===== config.mk =====
export PLATFORM = sky130hd
export DESIGN_NAME = seg_scan
export DESIGN_NICKNAME = d
export VERILOG_FILES = /design/src/rtl/seg_pkg.sv /design/src/rtl/seg_dec.sv /design/src/rtl/seg_scan.sv
export SDC_FILE = /design/constraint.sdc
export NUM_CORES = 1
export LEC_CHECK = 0
export CELL_PAD_IN_SITES_DETAIL_PLACEMENT = 1
export CELL_PAD_IN_SITES_GLOBAL_PLACEMENT = 1
export CORE_ASPECT_RATIO = 1.25
export CORE_MARGIN = 1
export CORE_UTILIZATION = 42
export DETAILED_ROUTE_END_ITERATION = 10
export MAX_ROUTING_LAYER = met4
export PLACE_DENSITY = 0.77
export SLEW_MARGIN = 20
export SYNTH_ARGS = -nofsm -noshare
export SYNTH_HDL_FRONTEND = slang
export SYNTH_HIERARCHICAL = 1
export SYNTH_SLANG_ARGS = --single-unit

===== constraint.sdc =====
create_clock -name clk -period 6.47 [get_ports clk]
set_input_delay 0.647 -clock clk [delete_from_list [all_inputs] [get_ports clk]]
set_output_delay 0.647 -clock clk [all_outputs]
set_load 0.02 [all_outputs]

===== src/rtl/seg_pkg.sv =====
// Shared constants and helpers for the seven-segment scanner.
// Segment codes are active-high gfedcba. Polarity inversion happens in seg_scan.
package seg_pkg;

    localparam logic [15:0][6:0] SEG_CODE = {
        7'h71, 7'h79, 7'h5E, 7'h39, 7'h7C, 7'h77, 7'h6F, 7'h7F,
        7'h07, 7'h7D, 7'h6D, 7'h66, 7'h4F, 7'h5B, 7'h06, 7'h3F
    };

    function automatic logic [7:0] seg_off(input bit act_low);
        return act_low ? 8'hFF : 8'h00;
    endfunction

    function automatic logic [7:0] sel_off(input bit act_low);
        return act_low ? 8'hFF : 8'h00;
    endfunction

    function automatic int seg_scan_div(input int clk_freq, input int scan_hz);
        return clk_freq / scan_hz;
    endfunction

endpackage


===== src/rtl/seg_dec.sv =====
// Combinational nibble to active-high gfedcba segment code.
module seg_dec
    import seg_pkg::*;
(
    input  logic [3:0] nib,
    output logic [6:0] code
);
    assign code = SEG_CODE[nib];
endmodule


===== src/rtl/seg_scan.sv =====
// Eight-digit multiplexed seven-segment driver with a per-frame input snapshot.
// Define SEG_SCAN_LZB_EN to blank leading zero digits (digit 0 always shown).
module seg_scan
    import seg_pkg::*;
#(
    parameter int CLK_FREQ    = 50_000_000,
    parameter int SCAN_HZ     = 1000,
    parameter int SEL_ACT_LOW = 1,
    parameter int SEG_ACT_LOW = 1
) (
    input  logic        clk,
    input  logic        rst_n,
    input  logic [31:0] din,
    input  logic [7:0]  dot,
    output logic [7:0]  sel,
    output logic [7:0]  seg
);
    localparam int SCAN_DIV = seg_scan_div(CLK_FREQ, SCAN_HZ);
    localparam int CW       = (SCAN_DIV > 2) ? $clog2(SCAN_DIV) : 1;
    localparam bit SEL_LOW  = (SEL_ACT_LOW != 0);
    localparam bit SEG_LOW  = (SEG_ACT_LOW != 0);

    logic [CW-1:0] cnt;
    logic [2:0]    idx;
    logic [31:0]   frame;
    logic [7:0]    frame_dot;
    logic          load_pend;

    logic          tick;
    logic          snap;
    logic [31:0]   cur_frame;
    logic [7:0]    cur_dot;
    logic [3:0]    nib;
    logic [6:0]    code;
    logic          blank;
    logic [7:0]    seg_hi;
    logic [7:0]    sel_hi;

    assign tick = (cnt == CW'(SCAN_DIV - 1));
    assign snap = (tick && idx == 3'd7) || load_pend;

    // The first post-reset clock decodes the live input so digit 0 is valid immediately.
    assign cur_frame = load_pend ? din : frame;
    assign cur_dot   = load_pend ? dot : frame_dot;
    assign nib       = cur_frame[{idx, 2'b00} +: 4];

    seg_dec u_dec (
        .nib  (nib),
        .code (code)
    );

`ifdef SEG_SCAN_LZB_EN
    logic [7:0] lz;
    always_comb begin
        lz    = '0;
        lz[7] = (cur_frame[31:28] == 4'h0);
        for (int k = 6; k >= 1; k--)
            lz[k] = lz[k+1] && (cur_frame[4*k +: 4] == 4'h0);
    end
    assign blank = lz[idx];
`else
    assign blank = 1'b0;
`endif

    assign seg_hi = {cur_dot[idx], blank ? 7'h00 : code};
    assign sel_hi = 8'd1 << idx;

    always_ff @(posedge clk or negedge rst_n) begin
        if (!rst_n) begin
            cnt       <= '0;
            idx       <= '0;
            frame     <= '0;
            frame_dot <= '0;
            load_pend <= 1'b1;
            sel       <= sel_off(SEL_LOW);
            seg       <= seg_off(SEG_LOW);
        end else begin
            cnt       <= tick ? '0 : cnt + CW'(1);
            load_pend <= 1'b0;
            if (tick)
                idx <= idx + 3'd1;
            if (snap) begin
                frame     <= din;
                frame_dot <= dot;
            end
            sel <= SEL_LOW ? ~sel_hi : sel_hi;
            seg <= SEG_LOW ? ~seg_hi : seg_hi;
        end
    end

endmodule


# == Yosys cells after proc, flatten, opt, wreduce, memory -nomap -nowiden ==
# Memories as Yosys holds them, arrays and structs flattened.
# Index checks and enable logic that the tools add are counted.
# totals
mem_bits_ro,112
ram_bits,0
register_bits,76
out_inout_bits,16
input_bits,42
latch_bits,0
n_memories,1
# mem_list
memory,words,word_bits,read_ports,rd_ports_with_merged_regs,write_ports,line_no,text
(no name shown),16,7,1,0,0,seg_dec.sv:8,assign code = SEG_CODE[nib];
# op_classes
n_mul,0
addsub,2
n_shift,2
eq_ne,2
n_div,0
n_bitwise,2
order_cmp,2
reduce_logical,2
n_mux,6
# ops
cell,n
$mux W32,1
$shiftx A32 B6 Y4,1
$add A16 B1 Y16 const B,1
$eq A16 B16 Y1 const B,1
$mux W16,1
$not A8 Y8,2
$mux W8,1
$shl A1 B3 Y8 const A,1
$mux W7,1
$lt A4 B5 Y1 const B,1
$lt A3 B4 Y1 const B,1
$add A3 B1 Y3 const B,1
$bmux W1 S3,1
$eq A3 B3 Y1 const B,1
$logic_and A1 B1 Y1,1
$logic_or A1 B1 Y1,1
$mux W1,1

# == Depth between registers and ports, before layout ==
# depth
word_depth,5
mapped_depth,10
ltp_nobuf,9

# == Hierarchy ==
# The synthesis kept the hierarchy.
# by_module_without_submodules
mod,cells_each,instances,area_per_inst_um2,seq_area_each_um2
seg_scan,257,1,3712.3,1923.1
seg_dec,33,1,287.8,0.0

# == Worst setup path before layout ==
# OpenSTA, ideal clock, no wires.
# synth_path
kind,flip-flop to flip-flop
from,register load_pend
to,register seg[3]
period_less_slack_ns,2.657
slack_ns,3.813
stages_incl_launch_ff,10
t_required_ns,6.410
t_arrival_ns,2.598
setup_ns,0.060
path_cell_list,dfstp_2 > buf_2 > mux4_2 > a22oi_1 > nand3_1 > inv_1 > ha_1 > inv_1 > mux4_1 > inv_1
# synth_via
elab_chain_len,5
# synth_lines
item,line_no,text
start: declaration,seg_scan.sv:27,logic load_pend;
start signal: assignment,seg_scan.sv:74,load_pend <= 1'b1;
start signal: assignment,seg_scan.sv:79,load_pend <= 1'b0;
$mux W32,seg_scan.sv:43,assign cur_frame = load_pend ? din : frame;
$shiftx A32 B6 Y4,seg_scan.sv:45,"assign nib = cur_frame[{idx, 2'b00} +: 4];"
named net nib[1],seg_scan.sv:33,logic [3:0] nib;
$mem_v2 Z16 W7,n/a,
$mux W7 (not written as such),seg_dec.sv:8,
named net code[3],seg_scan.sv:34,logic [6:0] code;
$not A8 Y8,seg_scan.sv:87,seg <= SEG_LOW ? ~seg_hi : seg_hi;
end signal: assignment,seg_scan.sv:76,seg <= seg_off(SEG_LOW);
end signal: assignment,seg_scan.sv:87,
end: declaration,seg_scan.sv:16,output logic [7:0] seg
# The timed path passes the listed nets, and every way through them passes these cells. The select of a mux whose other input is x is not followed.
# A chain may end at the register's enable or synchronous reset.

# == Final worst setup path ==
# Ends and elaborated chain as after synthesis.

==> metrics <==
critical path class=flip-flop to flip-flop; maximum vdd drop=0.1469 mV; vias=2497; drt initial violations=127; fin crit period=3.155 ns; Hold-fix buffers, CTS=0; status=finished, final reports clean; crit path DAT=3.43 ns; Via density=5.268; Min-Delay Path Class=input port to async pin; number of enable flip-flop cells after synthesis=0; max incr delay on CP=1.04 ns; Final Cycle Share=48.76%; Critical Path Start=load_pend; Syn Nets=346; Clk Latency, worst-skew pair=0.34 ns; Avg WL per Cell=19.01 um; Relative slew margins=31.30%; Inserted Clock Buffers=9; fraction of registers with async set/reset=100.0%; Num Clock Sinks=76; register area share after synthesis=48.08%; CTS tree=yes; crit end category=flip-flop; PwrDens=260.3 nW/um^2; CP dominant cell by count=inv_1; Final HPWL DP=6.036 mm; root buffer cell=clkbuf_16; initial antenna violation count=0; Static Leak=2.158 nW; vias in the first global route=2881; Hold Fails Final Rpt=0; IO Port Bufs=57; worst path cell trace=mux4_2 > a22oi_1 > nand3_1 > inv_1 > ha_1 > inv_1 > mux4_1 > inv_1; register bit total from synthesis=76; design area=4986 sq um; DIE AREA=9921 sq um; Distinct cells, synth=41; Post-route DRC=0; Total Power=0.001298 W; fillers=945; initial core utilization=43.60%; Mean Syn Cell Area=13.79 sq um; Clock Skew=0.006752 ns; Slew @ Worst Pin=1.031 ns; Row Count=39; die width=89.29 um; RSZ-0062 raised after global routing=false; Max Cap Violations=0; max-slew violation count=0; routability congestion estimate=0.7836; CP max-delay cell=dfstp_2; first-pass GRT wire length=15.18 mm; CP Data Required Time=6.75 ns; layout cells sized above 1=29.06%; pin count of the biggest net entering global routing=77; cell count after synthesis=290; CP max FO=21; Final setup viols=0; Core ar.=9174 sq um; # diodes=0; Peak Freq=317.0 MHz; Total GRT Usage=21.48%; Syn. warnings=6; post-cts repair resize count=0; Synth Cell Area=4000 sq um; Setup TNS Final=0 ns; Layout area overhead=24.65%; Main synth FF type=dfrtp_1; CTS Buffer Depth=2; H-tree Lvls=3; Routed WL=9.013 mm; # Post-CTS Setup Buffers=0; R2R Path Start=load_pend; Clock transition at path regs=0.06 ns; placed instance area=4646 sq um; Initial DRT Pass Iterations=4; # nets final=402; Remaining Overflow, GRT=0; num ports=58; post-route ant nets=0; kind of start point of the critical path=flip-flop; die height=111.1 um
## registers in the layout, indices dropped and copies added, names as in the netlist
signal / count
frame: 32
cnt: 16
frame_dot: 8
seg: 8
sel: 8
idx: 3
load_pend: 1
## cell usage after synthesis, types with 2 or more instances
cell type | number | area [sq um]
o21ai_0 | 3 | 15.01
dfstp_2 | 17 | 446.7
clkbuf_1 | 3 | 11.26
mux2i_1 | 3 | 30.03
or3_1 | 3 | 18.77
mux2_4 | 40 | 600.6
nor2b_1 | 2 | 12.51
and3_1 | 2 | 12.51
buf_2 | 4 | 20.02
xor2_1 | 6 | 52.55
inv_1 | 19 | 71.32
mux2_2 | 4 | 45.04
nand2b_1 | 2 | 12.51
a22oi_1 | 5 | 37.54
mux4_2 | 20 | 450.4
a21oi_1 | 5 | 25.02
nor2_1 | 13 | 48.80
dfrtp_1 | 59 | 1476
buf_6 | 5 | 56.30
ha_1 | 14 | 175.2
nand2_1 | 21 | 78.83
xnor2_1 | 5 | 43.79
nor3_1 | 4 | 20.02
nand3_1 | 14 | 70.07
## per-stage QoR
step                utilization [%]  instances  hold slack [ns]  worst slack (ns)
global placement              50.64        458           0.4691             3.383
CTS                           54.35        474           0.4877             3.260
finish                        54.35        474           0.4642             3.315
floorplan                         -        290           0.3514             3.813
detailed placement            50.64        458           0.4759             3.281
global route                  54.35        474           0.5097             2.996
## cell usage in the layout (no fill, tap or decap), types with 13 or more instances in the layout
master / instances
ha_1: 14
nand2_1: 21
mux2_4: 40
mux4_2: 20
inv_1: 19
nor2_1: 13
dfrtp_1: 59
clkdlybuf4s50_1: 56
dfstp_2: 17
nand3_1: 14
## cells by family (layout without fill, tap and decap cells)
family	after synthesis	after routing	synth area share, %
AOI/OAI and AO/OA	18	18	3.065
xor gates and xnor gates	11	11	2.408
adders and majority gates	14	14	4.379
buffers and inverters	32	93	4.066
DFF	76	76	48.08
muxes	68	68	28.81
other	1	1	0.09375
and+or+nand+nor	70	70	9.103
## final timing paths
check	cells past startpoint	endpoint	slack, ns
max	8	seg[3]	3.32
min	1	frame[12]	0.46
max reg2reg	8	seg[3]	3.32
min reg2reg	1	cnt[15]	0.48
max in group asynchronous	1	frame[21]	5.40
min in group clk	1	cnt[15]	0.48
## critical path, delay by kind of cell, from the launching register on
family / cells / cell delay, ns
buffers and inverters: 3 / 0.30
AO/OA/AOI/OAI: 1 / 0.21
AND/OR/NAND/NOR: 1 / 0.21
adder cells (fa/ha/maj): 1 / 0.25
flip-flops: 1 / 1.04
multiplexers: 2 / 1.07
## where the power goes
part | total [W] | switching, W | internal (W)
Sequential | 0.000536 | 0.0000207 | 0.000515
Combinational | 0.000184 | 0.0000723 | 0.000112
Clock | 0.000578 | 0.000203 | 0.000375
## per-layer routing
layer	vias to the layer above	global-route usage (%)	part of all wire, %
li1	1139	-	-
met1	1304	25.80	42
met2	43	34.91	54
met3	11	5.585	2.5
met4	0	6.878	1.5
met5	-	-	0
## final cells by class
cell class,count,area (sq um),share of cell area [%]
tap,123,153.9,3.087
multi-input combinational,182,1922,38.54
inverter,19,71.32,1.430
sequential,76,1923,38.57
clock inverter,7,115.1,2.309
timing repair buffer,58,575.6,11.54
clock buffer,9,225.2,4.517
No activity file was read; power rests on OpenSTA's default activity.
